`src/rtl/aes_core_arbiter.sv`:
```
// ============================================================================
// Module  : aes_core_arbiter
// Brief   : Round-robin sharing of one AES core between two requesters,
//           with per-request watchdog and result routing to the granted port.
// Revision: 1.0 - initial release
// ============================================================================
`default_nettype none

module aes_core_arbiter #(
    parameter int TIMEOUT = 64,
    parameter int TW      = 16
) (
    input  logic         i_Clk,
    input  logic         i_Rst,

    input  logic         i_fReq0,
    input  logic         i_fDec0,
    input  logic [127:0] i_Key0,
    input  logic [127:0] i_Text0,
    output logic         o_fAck0,
    output logic         o_fDone0,
    output logic         o_fErr0,
    output logic [127:0] o_Text0,

    input  logic         i_fReq1,
    input  logic         i_fDec1,
    input  logic [127:0] i_Key1,
    input  logic [127:0] i_Text1,
    output logic         o_fAck1,
    output logic         o_fDone1,
    output logic         o_fErr1,
    output logic [127:0] o_Text1,

    output logic         o_fStart,
    output logic         o_fDec,
    output logic [127:0] o_Key,
    output logic [127:0] o_Text,
    input  logic         i_fDone,
    input  logic [127:0] i_Text,
    output logic         o_fBusy
);

    typedef enum logic [1:0] {
        IDLE  = 2'd0,
        START = 2'd1,
        WAIT  = 2'd2
    } state_t;

    localparam logic [TW-1:0] TIMER_LAST = TW'(TIMEOUT - 1);

    state_t        state;
    logic          rr_ptr;
    logic          grant_id;
    logic [TW-1:0] timer;
    logic          pick1;

    // Port 1 wins when it is the only requester, or on a tie when it is favoured.
    always_comb begin
        pick1 = i_fReq1 & (~i_fReq0 | rr_ptr);
    end

    always_ff @(posedge i_Clk or posedge i_Rst) begin
        if (i_Rst) begin
            state    <= IDLE;
            rr_ptr   <= 1'b0;
            grant_id <= 1'b0;
            timer    <= '0;
            o_fAck0  <= 1'b0;
            o_fDone0 <= 1'b0;
            o_fErr0  <= 1'b0;
            o_Text0  <= '0;
            o_fAck1  <= 1'b0;
            o_fDone1 <= 1'b0;
            o_fErr1  <= 1'b0;
            o_Text1  <= '0;
            o_fStart <= 1'b0;
            o_fDec   <= 1'b0;
            o_Key    <= '0;
            o_Text   <= '0;
            o_fBusy  <= 1'b0;
        end else begin
            o_fAck0  <= 1'b0;
            o_fAck1  <= 1'b0;
            o_fStart <= 1'b0;
            o_fDone0 <= 1'b0;
            o_fDone1 <= 1'b0;
            o_fErr0  <= 1'b0;
            o_fErr1  <= 1'b0;
            case (state)
                IDLE: begin
                    if (i_fReq0 | i_fReq1) begin
                        grant_id <= pick1;
                        o_fDec   <= pick1 ? i_fDec1 : i_fDec0;
                        o_Key    <= pick1 ? i_Key1  : i_Key0;
                        o_Text   <= pick1 ? i_Text1 : i_Text0;
                        o_fAck0  <= ~pick1;
                        o_fAck1  <= pick1;
                        o_fStart <= 1'b1;
                        o_fBusy  <= 1'b1;
                        state    <= START;
                    end
                end
                START: begin
                    timer <= '0;
                    state <= WAIT;
                end
                WAIT: begin
                    timer <= timer + TW'(1);
                    // A completion on the watchdog's last cycle still counts as success.
                    if (i_fDone) begin
                        if (grant_id) begin
                            o_Text1  <= i_Text;
                            o_fDone1 <= 1'b1;
                        end else begin
                            o_Text0  <= i_Text;
                            o_fDone0 <= 1'b1;
                        end
                        rr_ptr  <= ~grant_id;
                        o_fBusy <= 1'b0;
                        state   <= IDLE;
                    end else if (timer == TIMER_LAST) begin
                        o_fErr0 <= ~grant_id;
                        o_fErr1 <= grant_id;
                        rr_ptr  <= ~grant_id;
                        o_fBusy <= 1'b0;
                        state   <= IDLE;
                    end
                end
                default: begin
                    o_fBusy <= 1'b0;
                    state   <= IDLE;
                end
            endcase
        end
    end

endmodule

`default_nettype wire

```
`config.mk`:
```
export PLATFORM = sky130hd
export DESIGN_NAME = aes_core_arbiter
export DESIGN_NICKNAME = d
export VERILOG_FILES = /design/src/rtl/aes_core_arbiter.sv
export SDC_FILE = /design/constraint.sdc
export NUM_CORES = 1
export LEC_CHECK = 0
export CAP_MARGIN = 10
export CORE_AREA = 2 2 459 461
export DETAILED_ROUTE_END_ITERATION = 12
export DIE_AREA = 0 0 461 463
export SLEW_MARGIN = 5
export SYNTH_ARGS = -nofsm -noshare
export SYNTH_HDL_FRONTEND = slang
export SYNTH_SLANG_ARGS = --single-unit
```
`constraint.sdc`:
```
create_clock -name i_Clk -period 19.6 [get_ports i_Clk]
set_clock_uncertainty 0.1 [all_clocks]
set_input_delay 2.94 -clock i_Clk [delete_from_list [all_inputs] [get_ports i_Clk]]
set_output_delay 2.94 -clock i_Clk [all_outputs]
set_load 0.005 [all_outputs]
```
* Yosys cells after proc, flatten, opt, wreduce, memory -nomap -nowiden
Index checks and enable logic that the tools add are counted.
** Word-level totals
- Logic and storage cells :: 71
- Register bits after elaboration :: 541
- Output and inout port bits :: 521
- Input port bits :: 647
** Operators by class
- $add $sub $neg :: 1
- Mux-type cells :: 32
- Equality and inequality tests :: 5
- Bitwise gates (word level) :: 7
- Reduce and logical (&&, ||, !) cells :: 9
** Operators by type and width (count)
- $mux W128 :: 2
- $pmux W16 S2 :: 1
- $mux W1 :: 24
- $add A16 B1 Y16 const B :: 1
- $eq A16 B6 Y1 const B :: 1
- $reduce_and A3 Y1 :: 3
- $mux W2 :: 3
- $pmux W2 S3 :: 1
- $reduce_and A2 Y1 :: 3
- $not A1 Y1 :: 4
- $reduce_bool A2 Y1 :: 2
- $ne A3 B3 Y1 const B :: 1
- $pmux W1 S3 :: 1
- $eq A2 B1 Y1 const B :: 1
- $eq A2 B2 Y1 const B :: 1
- $logic_not A2 Y1 :: 1
- $ne A2 B2 Y1 const B :: 1
- $or A1 B1 Y1 :: 2
- $and A1 B1 Y1 :: 1

* Depth between registers and ports, before layout
Gate-level depths: netlist (run 1).
- Depth in word-level cells :: 6
- Depth in mapped cells :: 9
- Depth with buffers taken out :: 7

* Least setup slack after synthesis (run 1)
OpenSTA, ideal clock, no wires.
- Kind :: input port to flip-flop
- From :: input i_fReq0
- To :: register o_Text[49]
- Library setup time :: 83 ps
- Slack :: 15504 ps
- Arrival time :: 3913 ps
- Cell stages on the path :: 6
- Buffers on the path :: 3
- Path through :: o21ai_1 > buf_2 > buf_2 > clkbuf_1 > nand2_1 > o21ai_0
** Between the ends
- Cells in the longest elaborated chain, start to end :: 4
** RTL lines
- from (decl) :: line 16 : input logic i_fReq0,
- $not A1 Y1 :: line 59 : pick1 = i_fReq1 & (~i_fReq0 | rr_ptr);
- $or A1 B1 Y1 :: line 59
- $and A1 B1 Y1 :: line 59
- $mux W128 :: line 95 : o_Text <= pick1 ? i_Text1 : i_Text0;
- to (signal assigned) :: line 95
- to (decl) :: line 37 : output logic [127:0] o_Text,
Parallel ways exist; a longest one is shown, timed or not.
A chain may end at the register's enable or synchronous reset.

* Worst setup path in the final report (run 1)
- From :: input i_fReq1
- To :: register o_Text[11]
** Between the ends
- Cells in the longest elaborated chain, start to end :: 2
** RTL lines
- from (decl) :: line 25 : input logic i_fReq1,
- $and A1 B1 Y1 or $or A1 B1 Y1 (tied branches) :: line 59, 91
- $mux W128 or $reduce_and A2 Y1 (tied branches)
Parallel ways exist; a longest one is shown, timed or not.

==> metrics.md, run 1 <==
| Metric | Value |
|---|---|
| Initial core utilization | 0.109 |
| Distinct cell type count of the synthesized netlist | 40 |
| Avg Inst Size Synth | 11.0 um2 |
| Leading cell types in the layout, fill and taps excluded | sky130_fd_sc_hd__clkdlybuf4s50_1 (1167), sky130_fd_sc_hd__nand2_1 (650), sky130_fd_sc_hd__dfrtp_1 (541), sky130_fd_sc_hd__mux2i_1 (259), sky130_fd_sc_hd__o21ai_0 (199) |
| Amount of wire on met2 after detailed routing | 73900 um |
| Kind of start point of the critical path | primary input |
| Total grt overflow | 0 |
| Number of input and output port buffers inserted | 1167 |
| Number of global-route vias before repair | 20311 |
| Ratio of final minimum period to clock period | 0.349 |
| Total of warnings raised by yosys | 0 |
| Most frequent standard cell in the layout excluding fill and tap cells | sky130_fd_sc_hd__clkdlybuf4s50_1 |
| Data arrival time of the critical path | 7.23 ns |
| Gate Count Post-Synth | 2058 |
| First-pass GRT wire length | 181000 um |
| Deepest clock path buffer count | 3 |
| Share of synthesized area occupied by flip-flops and latches | 0.598 |
| WL per Instance | 23.1 um |
| Buffer type at the clock tree root | sky130_fd_sc_hd__clkbuf_16 |
| Number of DRC markers in iteration 0 | 1115 |
| Storage cell area | 13500 um2 |
| Combined area of the multi-input logic cells | 8350 um2 |
| Max-cap check violation count | 0 |
| DRT Wirelength | 140000 um |
| Worst Path Max Fanout | 118 |
| Final Slew Violations | 0 |
| Number of antenna violations at the first check in global routing | 41 |
| RSZ-0062 raised after global routing | false |
| Final setup TNS | 0 ns |
| Count of unresolved DRC violations after routing | 0 |
| Highest Signal Layer | met5 |
| Die Span X | 461 um |
| Pin count of the biggest net entering global routing | 251 |
| Net total in the final layout | 3837 |
| Worst setup slack after layout | 12.76 ns |
| Area of the core | 209000 um2 |
| Result of the run | completed |
| Number of hold violations in the final report | 0 |
| I/O pin count | 1168 |
| Via count normalized by instance count | 3.27 |
| P&R area growth vs syn | 75.0% |
| Post-CTS setup-driven buffer insertion count | 0 |
| Number of buffers created by CTS | 68 |
| Latest clock arrival within the worst-skew pair | 0.67 ns |
| Met3 routed wirelength | 16600 um |
| Placer's final routability congestion estimate | 0.965 |
| Worst setup path class | in -> reg |
| Tightest Hold Check Type | reg -> reg |
| Die area | 213000 um2 |
| VDD IR max | 0.0921 mV |
| Synth Register Bits | 541 |
| Fraction of layout cells with a size suffix above 1 | 0.0822 |
| Sinks on the clock net | 541 |
| Data required, critical path | 19.99 ns |
| Number of gates resized after CTS | 0 |
| Worst-margin pin slew | 1.24 ns |
| Total iterations of the first detailed-routing run | 4 |
| Power density over cell area | 148 nW/um2 |
| Synthesized area | 22600 um2 |
| Max_slew headroom | 0.177 |
| Final setup viols | 0 |
| Vertical die dimension | 463 um |
| Total via count in the routed design | 19836 |
| Post-layout minimum cycle time | 6.84 ns |
| Mapped Nets | 2710 |
| Maximum clock frequency | 0.146 GHz |
| Crit path capture type | flip-flop |
| Half-perimeter wire length of the detailed placement result | 119000 um |
| Placement-stage worst setup slack | 12.18 ns |
| Number of inserted filler cells in the final layout | 23075 |
| H-tree lvl count | 3 |
| Total Routing Usage GR | 0.126 |
| Clk slew on worst S/H paths | 0.06 ns |
| Met1 Wirelength | 44200 um |
| CTS tree | built |
| Total number of placement rows | 168 |
| Leakage power total | 16.5 nW |
| Post-CTS Hold Fix Bufs | 0 |
| Antenna viol nets, final | 0 |
==> kinds of logic after synthesis <==
logic type,after synthesis,share of synthesized area
AND/OR/NAND/NOR,700,0.121
flip-flops,541,0.598
multiplexers,390,0.180
AO/OA/AOI/OAI,274,0.0618
buffers and inverters,140,0.0338
XOR/XNOR,8,0.00310
adder cells (fa/ha/maj),5,0.00276
==> state kept, by name (all words and copies together) (netlist names) <==
name	cells
grant_id	1
o_Key	128
o_Text	128
o_Text0	128
o_Text1	128
o_fAck0	1
o_fAck1	1
o_fBusy	1
o_fDec	1
o_fDone0	1
o_fDone1	1
o_fErr0	1
o_fErr1	1
o_fStart	1
rr_ptr	1
state	2
timer	16
==> synthesized netlist by cell type (all sizes together) <==
master    n  share of area
a21boi    1        0.00033
inv      10         0.0017
and3      4         0.0011
xor2      5         0.0019
and4      2        0.00077
o21ai   262          0.058
a211oi    1        0.00033
o31ai     2        0.00066
or2       1        0.00028
or3       1        0.00050
dfrtp   541           0.60
and2      2        0.00055
a21oi     3        0.00066
nand2   650           0.11
or4       1        0.00033
mux2i   259           0.11
nor2     14         0.0023
nor2b     3        0.00083
nor4b     1        0.00039
xnor2     3         0.0012
buf      85          0.025
nand4     4         0.0011
nand3     8         0.0020
nor3      4        0.00088
ha        5         0.0028
o32a      1        0.00044
clkbuf   45         0.0076
a22oi     1        0.00033
and4bb    1        0.00055
nor4      4         0.0011
o22a      1        0.00039
mux2    131          0.065
a21o      2        0.00066
==> through the flow <==
stage	instances	hold slack (ns)	cell area, um2	utilization	power (mW)
floorplan	2058	0.370	22600	-	2.72
global placement	5920	0.357	37300	0.179	4.71
detailed placement	5920	0.361	37300	0.179	4.75
CTS	6041	0.375	39600	0.190	6.07
global route	6055	0.384	39600	0.190	6.29
finish	6058	0.369	39600	0.190	5.88
==> where the power goes <==
group / total (mW) / internal (mW) / switching [mW]
Combinational: 2.65 / 1.31 / 1.35
Sequential: 1.95 / 1.64 / 0.309
Clock: 1.27 / 0.739 / 0.536
==> layout make-up <==
class,instances,area share
Sequential cell,541,0.342
Multi-Input combinational cell,1377,0.211
Tap cell,2805,0.0886
Clock inverter,25,0.00749
Inverter,10,0.00120
Clock buffer,96,0.0492
Timing Repair Buffer,1187,0.300
Antenna cell,17,0.00107
==> worst max-delay path: stages <==
cell                              delay [ns]
sky130_fd_sc_hd__clkdlybuf4s50_1        0.55
sky130_fd_sc_hd__a21boi_4               0.19
sky130_fd_sc_hd__buf_4                  0.67
sky130_fd_sc_hd__buf_4                  0.68
sky130_fd_sc_hd__buf_4                  0.78
sky130_fd_sc_hd__buf_12                 0.51
sky130_fd_sc_hd__mux2i_1                0.27
sky130_fd_sc_hd__o21ai_0                0.11
==> worst paths after layout <==
check / startpoint / end / slack, ns / depth (start not counted)
setup / recovery: i_fReq1 / o_Text[11] / 12.76 / 8
min in group asynchronous: i_Rst / o_Key[92] / 2.58 / 2
setup reg to reg: rr_ptr / o_Text[11] / 15.16 / 8
max in group asynchronous: i_Rst / o_Text1[51] / 13.72 / 5
hold / removal: o_Text0[45] / o_Text0[45] / 0.37 / 2
hold reg to reg: o_Text0[45] / o_Text0[45] / 0.37 / 2
==> per-layer routing <==
metal	vias to the layer above	track usage
met3	161	0.0617
met1	9499	0.114
met4	18	0.0512
met2	973	0.236
met5	-	0
li1	9185	-
Power figures use the tool's default switching activity.
==> run 2: changes to the inputs <==
==> constraint.sdc (replaced) <==
create_clock -name i_Clk -period 6.5 [get_ports i_Clk]
set_clock_uncertainty 0.1 [all_clocks]
set_input_delay 0.975 -clock i_Clk [delete_from_list [all_inputs] [get_ports i_Clk]]
set_output_delay 0.975 -clock i_Clk [all_outputs]
set_load 0.005 [all_outputs]
==> metrics.md, run 2 (same netlist as run 1, synthesis figures left out) <==
| Metric | Value |
|---|---|
| Number of global-route vias before repair | 20109 (was 20311) |
| Max-cap check violation count | 0 (unchanged) |
| Post-layout minimum cycle time | 3.06 ns |
| Via count normalized by instance count | 3.27 (about the same) |
| RSZ-0062 raised after global routing | false (unchanged) |
| Final setup TNS | 0 ns (unchanged) |
| WL per Instance | 22.9 um (was 23.1 um) |
| Clk slew on worst S/H paths | 0.06 ns (about the same) |
| Half-perimeter wire length of the detailed placement result | 118000 um (was 119000 um) |
| Number of input and output port buffers inserted | 1167 (unchanged) |
| Worst stage delay on the critical path | 0.59 ns (was 0.78 ns) |
| Net switching share of the total power | 0.371 (was 0.373) |
| Number of antenna violations at the first check in global routing | 30 (was 41) |
| Antenna viol nets, final | 0 (unchanged) |
| Max_slew headroom | 0.378 (was 0.177) |
| Cell Chain, Critical Path | clkdlybuf4s50_1 -> a21boi_4 -> buf_12 -> buf_12 -> mux2i_1 -> o21ai_0 (was clkdlybuf4s50_1 -> a21boi_4 -> buf_4 -> buf_4 -> buf_4 -> buf_12 -> mux2i_1 -> o21ai_0) |
| Deepest clock path buffer count | 3 (unchanged) |
| Fraction of layout cells with a size suffix above 1 | 0.0859 (was 0.0822) |
| Net switching component of the power | 6.55 mW (was 2.19 mW) |
| Clock share of power | 0.216 (was 0.217) |
| First-pass GRT wire length | 182000 um (was 181000 um) |
| CP most frequent cell | sky130_fd_sc_hd__buf_12 (was sky130_fd_sc_hd__buf_4) |
| Latest clock arrival within the worst-skew pair | 0.67 ns (about the same) |
| Maximum clock frequency | 0.327 GHz |
| Number of gates resized after CTS | 0 (unchanged) |
| Tightest hold margin | 0.371 ns (was 0.369 ns) |
| Leakage power total | 16.6 nW (was 16.5 nW) |
| Overall power | 17.7 mW (was 5.88 mW) |
| Total Routing Usage GR | 0.126 (about the same) |
| Initial core utilization | 0.109 (unchanged) |
| Sequential power share | 0.334 (was 0.332) |
| Post-CTS setup-driven buffer insertion count | 0 (unchanged) |
| Post-CTS Hold Fix Bufs | 0 (unchanged) |
| Worst Path Max Fanout | 89 (was 118) |
| DRT Wirelength | 139000 um (was 140000 um) |
| Worst setup path class | in -> reg (unchanged) |
| Internal cell power | 11.1 mW (was 3.69 mW) |
| Instance area at placement | 37500 um2 (was 37300 um2) |
| Final std cell area, no fill | 39800 um2 (was 39600 um2) |
| P&R area growth vs syn | 75.8% (was 75.0%) |
| Final Slew Violations | 0 (unchanged) |
| Count of unresolved DRC violations after routing | 0 (unchanged) |
| Most frequent standard cell in the layout excluding fill and tap cells | sky130_fd_sc_hd__clkdlybuf4s50_1 (unchanged) |
| Crit-path leading delay family | buffers and inverters (unchanged) |
| Final setup viols | 0 (unchanged) |
| Buffer type at the clock tree root | sky130_fd_sc_hd__clkbuf_16 (unchanged) |
| Leading cell types in the layout, fill and taps excluded | sky130_fd_sc_hd__clkdlybuf4s50_1 (1167), sky130_fd_sc_hd__nand2_1 (650), sky130_fd_sc_hd__dfrtp_1 (541), sky130_fd_sc_hd__mux2i_1 (259), sky130_fd_sc_hd__o21ai_0 (199) (unchanged) |
| Logic pwr share | 0.450 (was 0.451) |
| H-tree lvl count | 3 (unchanged) |
| Worst-margin pin slew | 0.931 ns (was 1.24 ns) |
| Die Span X | 461 um (unchanged) |
| Number of hold violations in the final report | 0 (unchanged) |
| Sinks on the clock net | 541 (unchanged) |
| CTS tree | built (unchanged) |
| Kind of start point of the critical path | primary input (unchanged) |
| I/O pin count | 1168 (unchanged) |
| Power density over cell area | 444 nW/um2 (was 148 nW/um2) |
| Result of the run | completed (unchanged) |
| Total number of placement rows | 168 (unchanged) |
| Combined buffer and inverter count along the critical path | 3 (was 5) |
| Area of the core | 209000 um2 (unchanged) |
| Die area | 213000 um2 (unchanged) |
| Core occupancy in the finished layout | 0.191 (was 0.190) |
| Total grt overflow | 0 (unchanged) |
| Vertical die dimension | 463 um (unchanged) |
| Number of DRC markers in iteration 0 | 1347 (was 1115) |
| Number of buffers created by CTS | 66 (was 68) |
| Data arrival time of the critical path | 3.47 ns (was 7.23 ns) |
| Placer's final routability congestion estimate | 0.939 (was 0.965) |
| Tightest Hold Check Type | reg -> reg (unchanged) |
| Cell type of the slowest stage on the worst timing path | sky130_fd_sc_hd__clkdlybuf4s50_1 (was sky130_fd_sc_hd__buf_4) |
| Crit path capture type | flip-flop (unchanged) |
| Ratio of final minimum period to clock period | 0.471 |
| Pin count of the biggest net entering global routing | 233 (was 251) |
| Data required, critical path | 6.90 ns (was 19.99 ns) |
| VDD IR max | 0.264 mV (was 0.0921 mV) |
| Total iterations of the first detailed-routing run | 7 (was 4) |
| Net total in the final layout | 3856 (was 3837) |
| Total via count in the routed design | 19847 (was 19836) |
==> run 2: changes by cell type in the layout (fill, tap and decap cells not counted), sizes merged <==
cell    previous run  this run
buf               20        41
bufinv             3         4
clkbuf            96        91
clkinv            16        12
diode             17        14
inv               14        13
==> run 2: worst register-to-register path, stage by stage, from the launching register on <==
cell	delay, ns
sky130_fd_sc_hd__dfrtp_1	0.41
sky130_fd_sc_hd__inv_1	0.09
sky130_fd_sc_hd__ha_1	0.31
sky130_fd_sc_hd__inv_2	0.12
sky130_fd_sc_hd__or3_4	0.61
sky130_fd_sc_hd__inv_4	0.57
sky130_fd_sc_hd__buf_4	0.51
sky130_fd_sc_hd__nand2_1	0.13
sky130_fd_sc_hd__nand2_1	0.07
==> run 2: path summary, 6_finish.rpt <==
kind	cells after the start	start	slack, ns	to
worst max-delay path	6	i_fReq1	3.44	o_Key[114]
max in group asynchronous	4	i_Rst	4.10	o_Text[4]
worst min register to register	2	o_Text0[95]	0.37	o_Text0[95]
worst max register to register	8	state[0]	3.52	o_Text0[44]
worst min-delay path	2	o_Text0[95]	0.37	o_Text0[95]
min in group asynchronous	2	i_Rst	0.67	o_Key[66]
==> run 2: area by class of cell <==
cell class | count | area, um2
clock buffer | 91 | 1860
sequential | 541 | 13500
multi-input combinational | 1377 | 8350
timing repair buffer | 1208 | 12100
clock inverter | 21 | 350
tap | 2805 | 3510
inverter | 10 | 43.8
antenna | 14 | 35.0
fill | 23076 | 169000
==> run 2: power by group through the flow <==
stage / combinational (mW) / sequential (mW) / clock, mW
floorplan: 2.31 / 5.90 / 0
global placement: 8.31 / 5.89 / 0
detailed placement: 8.36 / 5.95 / 0
CTS: 8.37 / 5.92 / 3.97
global route: 8.73 / 6.10 / 4.11
finish: 7.95 / 5.90 / 3.81
==> run 2: through the flow <==
step	cells	setup slack, ns
floorplan	2058	-1.93
detailed placement	5941	2.80
global placement	5941	2.84
CTS	6053	3.19
finish	6067	3.44
global route	6059	3.29
==> run 2: per-layer routing <==
metal	up-vias	part of all wire	track usage
met5	-	0.00070	0
met4	16	0.030	0.0414
met3	174	0.11	0.0553
met2	952	0.53	0.239
met1	9500	0.32	0.120
li1	9205	-	-
==> run 3: changes to the inputs <==
--- a/config.mk
+++ b/config.mk
@@ -6,9 +6,9 @@
 export NUM_CORES = 1
 export LEC_CHECK = 0
 export CAP_MARGIN = 10
-export CORE_AREA = 2 2 459 461
+export CORE_AREA = 2 2 456 458
 export DETAILED_ROUTE_END_ITERATION = 12
-export DIE_AREA = 0 0 461 463
+export DIE_AREA = 0 0 458 460
 export SLEW_MARGIN = 5
 export SYNTH_ARGS = -nofsm -noshare
 export SYNTH_HDL_FRONTEND = slang
==> constraint.sdc (replaced) <==
create_clock -name i_Clk -period 2.6 [get_ports i_Clk]
set_clock_uncertainty 0.1 [all_clocks]
set_input_delay 0.39 -clock i_Clk [delete_from_list [all_inputs] [get_ports i_Clk]]
set_output_delay 0.39 -clock i_Clk [all_outputs]
set_load 0.005 [all_outputs]
==> metrics.md, run 3 (same netlist as run 1, synthesis figures left out) <==
| Metric | Value |
|---|---|
| I/O pin count | 1168 (unchanged) |
| Startpoint of the most critical setup path | o_Text[83] (was i_fReq1) |
| Max_slew headroom | 0.558 (was 0.378) |
| Die area | 211000 um2 (was 213000 um2) |
| Number of DRC markers in iteration 0 | 1180 (was 1347) |
| Pin count of the biggest net entering global routing | 129 (was 233) |
| Clock share of power | 0.217 (was 0.216) |
| Post-layout minimum cycle time | 2.40 ns |
| Met1 Wirelength | 44700 um (was 45100 um) |
| RSZ-0062 raised after global routing | false (unchanged) |
| Critical R2R Launch | state[0] (unchanged) |
| Maximum clock frequency | 0.416 GHz |
| H-tree lvl count | 3 (unchanged) |
| DRT Wirelength | 135000 um (was 139000 um) |
| Combined buffer and inverter count along the critical path | 1 (was 3) |
| Data required, critical path | 2.11 ns (was 6.90 ns) |
| Number of buffers created by CTS | 66 (unchanged) |
| Worst-margin pin slew | 0.663 ns (was 0.931 ns) |
| Number of input and output port buffers inserted | 1167 (unchanged) |
| Result of the run | completed (unchanged) |
| Sequential power share | 0.332 (was 0.334) |
| Cell type of the slowest stage on the worst timing path | sky130_fd_sc_hd__clkdlybuf4s50_1 (unchanged) |
| Cell Chain, Critical Path | clkdlybuf4s50_1 (was clkdlybuf4s50_1 -> a21boi_4 -> buf_12 -> buf_12 -> mux2i_1 -> o21ai_0) |
| Die Span X | 458 um (was 461 um) |
| Total grt overflow | 0 (unchanged) |
| Post-CTS Hold Fix Bufs | 0 (unchanged) |
| Total iterations of the first detailed-routing run | 5 (was 7) |
| Number of antenna violations at the first check in global routing | 40 (was 30) |
| Initial core utilization | 0.110 (was 0.109) |
| Crit path capture type | output pin (was flip-flop) |
| Fraction of layout cells with a size suffix above 1 | 0.116 (was 0.0859) |
| WL per Instance | 22.4 um (was 22.9 um) |
| Worst Path Max Fanout | 2 (was 89) |
| Combined area of the multi-input logic cells | 8350 um2 (unchanged) |
| Area of the core | 206000 um2 (was 209000 um2) |
| Met3 routed wirelength | 14100 um (was 15500 um) |
| Final Slew Violations | 0 (unchanged) |
| Final setup viols | 0 (unchanged) |
| Tightest Hold Check Type | in -> async (was reg -> reg) |
| Worst setup path class | reg -> out (was in -> reg) |
| Clk slew on worst S/H paths | 0.06 ns (about the same) |
| Instance area at placement | 38100 um2 (was 37500 um2) |
| Worst stage delay on the critical path | 0.84 ns (was 0.59 ns) |
| Number of global-route vias before repair | 20670 (was 20109) |
| Highest Signal Layer | met5 (unchanged) |
| Placer's final routability congestion estimate | 0.916 (was 0.939) |
| CTS tree | built (unchanged) |
| Final std cell area, no fill | 40400 um2 (was 39800 um2) |
| Most frequent standard cell in the layout excluding fill and tap cells | sky130_fd_sc_hd__clkdlybuf4s50_1 (unchanged) |
| VDD IR max | 0.471 mV (was 0.264 mV) |
| Leakage power total | 17.1 nW (was 16.6 nW) |
| Antenna viol nets, final | 0 (unchanged) |
| Kind of start point of the critical path | flip-flop (was primary input) |
| Vertical die dimension | 460 um (was 463 um) |
| Buffer type at the clock tree root | sky130_fd_sc_hd__clkbuf_16 (unchanged) |
| Sinks on the clock net | 541 (unchanged) |
| First-pass GRT wire length | 178000 um (was 182000 um) |
| Max-cap check violation count | 0 (unchanged) |
| P&R area growth vs syn | 78.5% (was 75.8%) |
| Number of hold violations in the final report | 0 (unchanged) |
| Total number of placement rows | 167 (was 168) |
| Amount of wire on met2 after detailed routing | 70200 um (was 74200 um) |
| Total via count in the routed design | 20114 (was 19847) |
| Half-perimeter wire length of the detailed placement result | 117000 um (was 118000 um) |
| Data arrival time of the critical path | 1.91 ns (was 3.47 ns) |
| Core occupancy in the finished layout | 0.196 (was 0.191) |
| Via count normalized by instance count | 3.33 (was 3.27) |
| Storage cell area | 13500 um2 (unchanged) |
| Final setup TNS | 0 ns (unchanged) |
| Count of unresolved DRC violations after routing | 0 (unchanged) |
| Power density over cell area | 1110 nW/um2 (was 444 nW/um2) |
| Ratio of final minimum period to clock period | 0.924 |
| Leading cell types in the layout, fill and taps excluded | sky130_fd_sc_hd__clkdlybuf4s50_1 (1134), sky130_fd_sc_hd__nand2_1 (650), sky130_fd_sc_hd__dfrtp_1 (541), sky130_fd_sc_hd__mux2i_1 (259), sky130_fd_sc_hd__o21ai_0 (199) (was sky130_fd_sc_hd__clkdlybuf4s50_1 (1167), sky130_fd_sc_hd__nand2_1 (650), sky130_fd_sc_hd__dfrtp_1 (541), sky130_fd_sc_hd__mux2i_1 (259), sky130_fd_sc_hd__o21ai_0 (199)) |
| Net total in the final layout | 3923 (was 3856) |
| Total Routing Usage GR | 0.124 (was 0.126) |
| Latest clock arrival within the worst-skew pair | 0.67 ns (about the same) |
| Net switching component of the power | 16.5 mW (was 6.55 mW) |
| Deepest clock path buffer count | 3 (unchanged) |
| Internal cell power | 28.3 mW (was 11.1 mW) |
| Number of inserted filler cells in the final layout | 22523 (was 23076) |
| Crit-path leading delay family | buffers and inverters (unchanged) |
| Net switching share of the total power | 0.368 (was 0.371) |
| Logic pwr share | 0.451 (was 0.450) |
==> run 3: stage by stage <==
step / power, mW / worst slack [ns] / hold slack [ns] / cells
floorplan: 20.5 / -5.25 / 0.361 / 2058
global route: 47.7 / 0.0500 / 0.0736 / 6034
finish: 44.7 / 0.198 / 0.0827 / 6038
detailed placement: 36.0 / -0.0462 / 0.361 / 5907
global placement: 35.7 / -0.0402 / 0.357 / 5907
CTS: 46.1 / 0.0116 / 0.0335 / 6021
==> run 3: layout make-up <==
| cell class | instances | share of cell area |
|---|---|---|
| antenna | 17 | 0.00105 |
| clock buffer | 88 | 0.0462 |
| clock inverter | 26 | 0.0102 |
| timing repair buffer | 1275 | 0.316 |
| multi-input combinational | 1377 | 0.207 |
| sequential | 541 | 0.335 |
| inverter | 10 | 0.00108 |
| tap | 2704 | 0.0838 |
==> run 3: power groups by stage <==
stage / logic (mW) / registers [mW] / clock network, mW
after global routing: 21.9 / 15.4 / 10.4
after global placement: 20.9 / 14.8 / 0
final: 20.1 / 14.9 / 9.70
after CTS: 21.1 / 14.9 / 10.1
after detailed placement: 21.0 / 15.0 / 0
after floorplan: 5.78 / 14.7 / 0
==> run 3: final timing paths <==
kind	end	slack [ns]	cells past startpoint
setup / recovery	o_Text[83]	0.20	1
max in group asynchronous	o_Text0[70]	1.54	4
min in group i_Clk	o_Text0[114]	0.19	3
hold reg to reg	o_Text0[93]	0.37	2
setup reg to reg	o_Text0[65]	0.29	9
hold / removal	o_Key[59]	0.08	3
==> run 3: metal layers <==
layer | GRT usage | up-vias
li1 | - | 9353
met1 | 0.117 | 9540
met2 | 0.227 | 983
met3 | 0.0553 | 210
met4 | 0.0571 | 28
met5 | 0 | -
==> run 3: timing repair <==
action                                  CTS  global route
endpoints found under the setup margin    2             0
hold endpoints to repair                  0             0
buffers inserted                          0             0
resized for setup                         2             0
